`src/rtl/rsa_host_seq.sv`:
```
// rsa_host_seq: host-side sequencer wrapped around the RSA exponentiation core.
// Streams 3*NBYTES operand bytes into the core (modulus, base, exponent, LSB
// first), pulses core_start, waits out core_busy, then streams the NBYTES-byte
// result back out with a valid/ready handshake.
// Optional busy watchdog: define RSA_HOST_SEQ_TIMEOUT_EN to enable it.
module rsa_host_seq #(
  parameter int NBYTES    = 32,
  parameter int TIMEOUT_W = 24
) (
  input  logic       clk,
  input  logic       reset,
  input  logic [7:0] in_data,
  input  logic       in_valid,
  output logic       in_ready,
  output logic [7:0] out_data,
  output logic       out_valid,
  input  logic       out_ready,
  output logic       out_last,
  output logic       core_we_n,
  output logic       core_oe_n,
  output logic       core_start,
  output logic [1:0] core_reg_sel,
  output logic [4:0] core_addr,
  output logic [7:0] core_wdata,
  input  logic [7:0] core_rdata,
  input  logic       core_busy,
  output logic       done,
  output logic       err
);

  // LAST_WR covers the cycle in which the final operand write strobe is low.
  typedef enum logic [2:0] {
    ST_LOAD,
    ST_LAST_WR,
    ST_START,
    ST_WAIT_HI,
    ST_WAIT_LO,
    ST_RD_ADDR,
    ST_RD_CAP,
    ST_OUT
  } state_t;

  localparam logic [4:0] LAST_IDX = 5'(NBYTES - 1);
  localparam logic [1:0] SEL_MOD  = 2'd3;
  localparam logic [1:0] SEL_RES  = 2'd0;

  // Operand field number to core register select: modulus, base, exponent.
  function automatic logic [1:0] fieldSel(input logic [1:0] field);
    case (field)
      2'd1:    return 2'd1;
      2'd2:    return 2'd2;
      default: return SEL_MOD;
    endcase
  endfunction

  state_t     r_state, w_state_nxt;
  logic [1:0] r_field, w_field_nxt;
  logic [4:0] r_idx, w_idx_nxt;

  logic       r_in_ready, w_in_ready_nxt;
  logic [7:0] r_out_data, w_out_data_nxt;
  logic       r_out_valid, w_out_valid_nxt;
  logic       r_out_last, w_out_last_nxt;
  logic       r_we_n, w_we_n_nxt;
  logic       r_oe_n, w_oe_n_nxt;
  logic       r_start, w_start_nxt;
  logic [1:0] r_reg_sel, w_reg_sel_nxt;
  logic [4:0] r_addr, w_addr_nxt;
  logic [7:0] r_wdata, w_wdata_nxt;
  logic       r_done, w_done_nxt;

`ifdef RSA_HOST_SEQ_TIMEOUT_EN
  logic [TIMEOUT_W-1:0] r_tmo, w_tmo_nxt;
  logic                 r_err, w_err_nxt;
`endif

  // Next-state and next-output logic; every output is registered from here.
  always_comb begin
    w_state_nxt     = r_state;
    w_field_nxt     = r_field;
    w_idx_nxt       = r_idx;
    w_out_data_nxt  = r_out_data;
    w_out_valid_nxt = 1'b0;
    w_out_last_nxt  = r_out_last;
    w_we_n_nxt      = 1'b1;
    w_oe_n_nxt      = 1'b1;
    w_start_nxt     = 1'b0;
    w_reg_sel_nxt   = r_reg_sel;
    w_addr_nxt      = r_addr;
    w_wdata_nxt     = r_wdata;
    w_done_nxt      = 1'b0;
`ifdef RSA_HOST_SEQ_TIMEOUT_EN
    w_tmo_nxt       = r_tmo;
    w_err_nxt       = r_err;
`endif

    case (r_state)
      ST_LOAD: begin
        if (in_valid && r_in_ready) begin
          w_we_n_nxt    = 1'b0;
          w_reg_sel_nxt = fieldSel(r_field);
          w_addr_nxt    = r_idx;
          w_wdata_nxt   = in_data;
          if (r_idx == LAST_IDX) begin
            w_idx_nxt = '0;
            if (r_field == 2'd2) begin
              w_field_nxt = '0;
              w_state_nxt = ST_LAST_WR;
            end else begin
              w_field_nxt = r_field + 2'd1;
            end
          end else begin
            w_idx_nxt = r_idx + 5'd1;
          end
        end
      end

      ST_LAST_WR: begin
        w_start_nxt = 1'b1;
        w_state_nxt = ST_START;
      end

      ST_START: begin
`ifdef RSA_HOST_SEQ_TIMEOUT_EN
        w_tmo_nxt   = '0;
`endif
        w_state_nxt = ST_WAIT_HI;
      end

      ST_WAIT_HI, ST_WAIT_LO: begin
        if ((r_state == ST_WAIT_HI) && core_busy) begin
          w_state_nxt = ST_WAIT_LO;
`ifdef RSA_HOST_SEQ_TIMEOUT_EN
          if (!(&r_tmo)) w_tmo_nxt = r_tmo + 1'b1;
`endif
        end else if ((r_state == ST_WAIT_LO) && !core_busy) begin
          w_idx_nxt     = '0;
          w_oe_n_nxt    = 1'b0;
          w_reg_sel_nxt = SEL_RES;
          w_addr_nxt    = '0;
          w_state_nxt   = ST_RD_ADDR;
`ifdef RSA_HOST_SEQ_TIMEOUT_EN
        end else if (&r_tmo) begin
          w_err_nxt     = 1'b1;
          w_idx_nxt     = '0;
          w_field_nxt   = '0;
          w_reg_sel_nxt = SEL_MOD;
          w_addr_nxt    = '0;
          w_state_nxt   = ST_LOAD;
        end else begin
          w_tmo_nxt = r_tmo + 1'b1;
`endif
        end
      end

      ST_RD_ADDR: begin
        w_state_nxt = ST_RD_CAP;
      end

      ST_RD_CAP: begin
        w_out_data_nxt  = core_rdata;
        w_out_valid_nxt = 1'b1;
        w_out_last_nxt  = (r_idx == LAST_IDX);
        w_state_nxt     = ST_OUT;
      end

      ST_OUT: begin
        w_out_valid_nxt = 1'b1;
        if (out_ready) begin
          w_out_valid_nxt = 1'b0;
          w_out_last_nxt  = 1'b0;
          if (r_out_last) begin
            w_done_nxt    = 1'b1;
            w_idx_nxt     = '0;
            w_field_nxt   = '0;
            w_reg_sel_nxt = SEL_MOD;
            w_addr_nxt    = '0;
            w_state_nxt   = ST_LOAD;
          end else begin
            w_idx_nxt     = r_idx + 5'd1;
            w_oe_n_nxt    = 1'b0;
            w_reg_sel_nxt = SEL_RES;
            w_addr_nxt    = r_idx + 5'd1;
            w_state_nxt   = ST_RD_ADDR;
          end
        end
      end

      default: begin
        w_state_nxt = ST_LOAD;
      end
    endcase

    w_in_ready_nxt = (w_state_nxt == ST_LOAD);
  end

  // State, counters and registered outputs; reset abandons any transaction.
  always_ff @(posedge clk or posedge reset) begin
    if (reset) begin
      r_state     <= ST_LOAD;
      r_field     <= '0;
      r_idx       <= '0;
      r_in_ready  <= 1'b1;
      r_out_data  <= '0;
      r_out_valid <= 1'b0;
      r_out_last  <= 1'b0;
      r_we_n      <= 1'b1;
      r_oe_n      <= 1'b1;
      r_start     <= 1'b0;
      r_reg_sel   <= SEL_MOD;
      r_addr      <= '0;
      r_wdata     <= '0;
      r_done      <= 1'b0;
    end else begin
      r_state     <= w_state_nxt;
      r_field     <= w_field_nxt;
      r_idx       <= w_idx_nxt;
      r_in_ready  <= w_in_ready_nxt;
      r_out_data  <= w_out_data_nxt;
      r_out_valid <= w_out_valid_nxt;
      r_out_last  <= w_out_last_nxt;
      r_we_n      <= w_we_n_nxt;
      r_oe_n      <= w_oe_n_nxt;
      r_start     <= w_start_nxt;
      r_reg_sel   <= w_reg_sel_nxt;
      r_addr      <= w_addr_nxt;
      r_wdata     <= w_wdata_nxt;
      r_done      <= w_done_nxt;
    end
  end

`ifdef RSA_HOST_SEQ_TIMEOUT_EN
  // Busy watchdog counter and the sticky error flag it raises.
  always_ff @(posedge clk or posedge reset) begin
    if (reset) begin
      r_tmo <= '0;
      r_err <= 1'b0;
    end else begin
      r_tmo <= w_tmo_nxt;
      r_err <= w_err_nxt;
    end
  end

  assign err = r_err;
`else
  assign err = 1'b0;
`endif

  assign in_ready     = r_in_ready;
  assign out_data     = r_out_data;
  assign out_valid    = r_out_valid;
  assign out_last     = r_out_last;
  assign core_we_n    = r_we_n;
  assign core_oe_n    = r_oe_n;
  assign core_start   = r_start;
  assign core_reg_sel = r_reg_sel;
  assign core_addr    = r_addr;
  assign core_wdata   = r_wdata;
  assign done         = r_done;

endmodule

```
`config.mk`:
```
export PLATFORM = sky130hd
export DESIGN_NAME = rsa_host_seq
export DESIGN_NICKNAME = d
export VERILOG_FILES = /design/src/rtl/rsa_host_seq.sv
export SDC_FILE = /design/constraint.sdc
export NUM_CORES = 1
export LEC_CHECK = 0
export ABC_AREA = 0
export CAP_MARGIN = 20
export CORE_ASPECT_RATIO = 0.75
export CORE_MARGIN = 5
export CORE_UTILIZATION = 50
export CTS_BUF_LIST = sky130_fd_sc_hd__clkbuf_4 sky130_fd_sc_hd__clkbuf_8
export CTS_CLUSTER_DIAMETER = 120
export DETAILED_ROUTE_END_ITERATION = 8
export PLACE_DENSITY_LB_ADDON = 0.1
export REMOVE_ABC_BUFFERS = 1
export SKIP_CTS_REPAIR_TIMING = 1
export SLEW_MARGIN = 0
export SYNTH_ARGS = -nofsm -noshare
export SYNTH_HDL_FRONTEND = slang
export SYNTH_SLANG_ARGS = --single-unit
```
`constraint.sdc`:
```
create_clock -name clk -period 2.3 [get_ports clk]
set_input_delay 0.46 -clock clk [delete_from_list [all_inputs] [get_ports clk]]
set_output_delay 0.46 -clock clk [all_outputs]
set_load 0.01 [all_outputs]
```
==> results.cfg <==
[logic_synthesis]
synth_fa_ha_area_frac = 0.0129
synth_top_family_by_area = simple AND/OR/NAND/NOR gates
ys_top_cells_by_area = dfrtp_1, dfstp_2, nand2_1
synthFlopType = dfrtp_1
async_reset_ff_frac = 1.00
netlist-cell-type-count = 48
ys_warn_count = 0
ys_seq_area_frac = 0.519
synth-seq-cells = 40
synth_mux_area_frac = 0.0883
synth_top_area_share = 0.451
synth-simple-area-share = 0.175
synth_edf_count = 0
synth_xor_area_frac = 0.00451
avgSynthCellArea_um2 = 11.0
yosys.area.top_type = dfrtp_1
syn_area_um2 = 1940
synth_cells = 177
synth_compound_area_frac = 0.157

[worst_setup_path]
r2r_setup_slack_ns = 0.23
critPathMostFrequentCell = ha_1
worst_setup_path_end_kind = flip-flop
r2r.worst_path.cells = 6
max_stage_delay_ns = 0.45
cp-start-kind = flip-flop
crit_chain = ha_1 -> and3_1 -> ha_1 -> or3_1 -> a22o_1 -> o22ai_1
path_max_fanout = 6
crit_type = reg2reg
critPathSlowestCell = dfrtp_1
arrival_ns = 2.27
required_ns = 2.51

[floorplanning]
die_y_um = 64.0
die_w_um = 81.9
ios = 52
die_area_um2 = 5240
rows = 19
initial_utilization = 0.523
core_area_um2 = 3710

[timing]
hold_violations = 0
drv_slew = 0
period_share = 0.899
finalSetupViolCount = 0
hold_slack_ns = 0.488
fin_tns_setup_ns = 0
timing.slew.headroom = 0.608
fin_skew_ns = 0.00469
final.min_clock_period_ns = 2.07
worstMarginPinSlew_ns = 0.588
fmax_ghz = 0.484
rsz0062_at_grt = no

[clocking]
clk_latency_ns = 0.29
htree_levels = 2
cts_tree = done
cts.path.max_buffers = 2
clk_pin_slew_ns = 0.07
numCtsBuffers = 5
cts_sinks = 40
root_buffer = clkbuf_8

[placement]
port_buffers = 50
placed_area_um2 = 2470
dp_cells = 273
place.detailed.hpwl_um = 3320
globalplace.congestion = 0.818

[power]
p_leak_uw = 0.00112
vdd_drop_max_mv = 0.804
power.density_nw_per_um2 = 1080

[min_path]
hold_class = reg2reg
whs_path_depth = 2

[layout]
syn2layout_area_growth_pct = 32.3
finalInstanceArea_um2 = 2570
final_layout_size_suffix_gt1_frac = 0.162
stdcell_count = 281
layout.nets = 251
antenna-diode-count = 0

[global_routing]
grt_max_degree = 41
grt_pass1_wl_um = 7570
grt.total_usage = 0.189
grt_pass1_vias = 1594
antenna_found_initial = 0
overflow = 0

[outcome]
status = finished clean

[drt]
viasPerCell = 5.38
wl_per_cell_um = 16.0
vias = 1513
ant_nets = 0
totalWireLength_um = 4490
drc = 0
dr.pass1.iters = 4
drt_iter0_markers = 102

[job]
drv_cap = 0
worst paths after layout:
path                                            from                   endpoint
max                             r_idx[0]$_DFFE_PP0P_       r_idx[3]$_DFFE_PP0P_
min                        core_wdata[3]$_DFFE_PP0P_  core_wdata[3]$_DFFE_PP0P_
max reg2reg                     r_idx[0]$_DFFE_PP0P_       r_idx[3]$_DFFE_PP0P_
min reg2reg                core_wdata[3]$_DFFE_PP0P_  core_wdata[3]$_DFFE_PP0P_
max in group asynchronous                      reset         in_ready$_DFF_PP1_
min in group asynchronous                      reset  core_wdata[2]$_DFFE_PP0P_
placed cells by master, fill, tap and decap left out, types with 2 or more instances in the layout:
cell type,count
nor3_1,4
inv_2,2
ha_1,2
dfrtp_1,35
o21ai_0,5
buf_4,3
nand3b_1,3
a21boi_0,2
o22a_1,2
a21oi_1,7
nor2b_1,5
o22ai_1,2
nand2_1,30
clkbuf_8,6
clkdlybuf4s50_1,50
a22o_1,5
nand2b_1,3
inv_1,4
nand3_1,2
nor2_1,10
a32o_1,3
mux2_4,4
mux2_2,9
o21ai_1,2
dfstp_2,5
clkbuf_4,2
worst max-delay path, delay by kind of cell, from the launching register on:
kind                     cells  cell delay, ns
flip-flops                   1            0.45
AND/OR/NAND/NOR              2            0.64
AO/OA/AOI/OAI                2            0.36
adder cells (fa/ha/maj)      2            0.55
cell usage after synthesis (2+ instances only):
master and n:
a21boi_0 2, a21oi_1 7, a22o_1 5, a32o_1 3
buf_2 2, buf_4 2, buf_6 2, clkbuf_1 3
dfrtp_1 35, dfstp_2 5, ha_1 2, inv_1 4
inv_2 2, mux2_2 9, mux2_4 4, nand2_1 30
nand2b_1 3, nand3_1 2, nand3b_1 3, nor2_1 10
nor2b_1 5, nor3_1 4, o21ai_0 5, o21ai_1 2
o22a_1 2, o22ai_1 2
layer usage:
layer / part of all wire / vias to the layer above / GRT usage
li1: - / 722 / -
met1: 0.42 / 735 / 0.238
met2: 0.50 / 49 / 0.306
met3: 0.066 / 7 / 0.0618
met4: 0.012 / 0 / 0.0602
met5: 0 / - / 0
power breakdown:
group          switching (uW)  internal, uW  leakage [uW]
clock                     222           268     0.0000523
sequential                193           913      0.000494
combinational             529           659      0.000572
total                     944          1840       0.00112
metrics by stage:
stage	worst slack (ns)	total power [uW]	utilization
CTS	0.253	2810	0.692
detailed placement	0.146	2310	0.666
global route	0.193	2970	0.692
finish	0.233	2780	0.692
global placement	0.185	2260	0.666
floorplan	0.304	1800	-
cell type report:
| cell class | instances | area (um^2) |
|---|---|---|
| Multi-Input combinational cell | 122 | 852 |
| Sequential cell | 40 | 1010 |
| Clock buffer | 8 | 97.6 |
| Fill cell | 294 | 1140 |
| Inverter | 6 | 22.5 |
| Tap cell | 52 | 65.1 |
| Timing Repair Buffer | 53 | 523 |
sequential cells by signal (all words and copies together), names as in the netlist, 2 cells and up:
signal,count
r_field,2
core_addr,5
core_reg_sel,2
r_state,3
out_data,8
r_idx,5
core_wdata,8
logic make-up after synthesis:
| kind of cell | Yosys count |
|---|---|
| flops | 40 |
| fa+ha+maj | 2 |
| buf+inv | 15 |
| xor+xnor | 1 |
| other cells | 1 |
| mux | 14 |
| simple gates | 66 |
| compound gates | 38 |
Note: power is estimated with default switching activity, not from simulation.
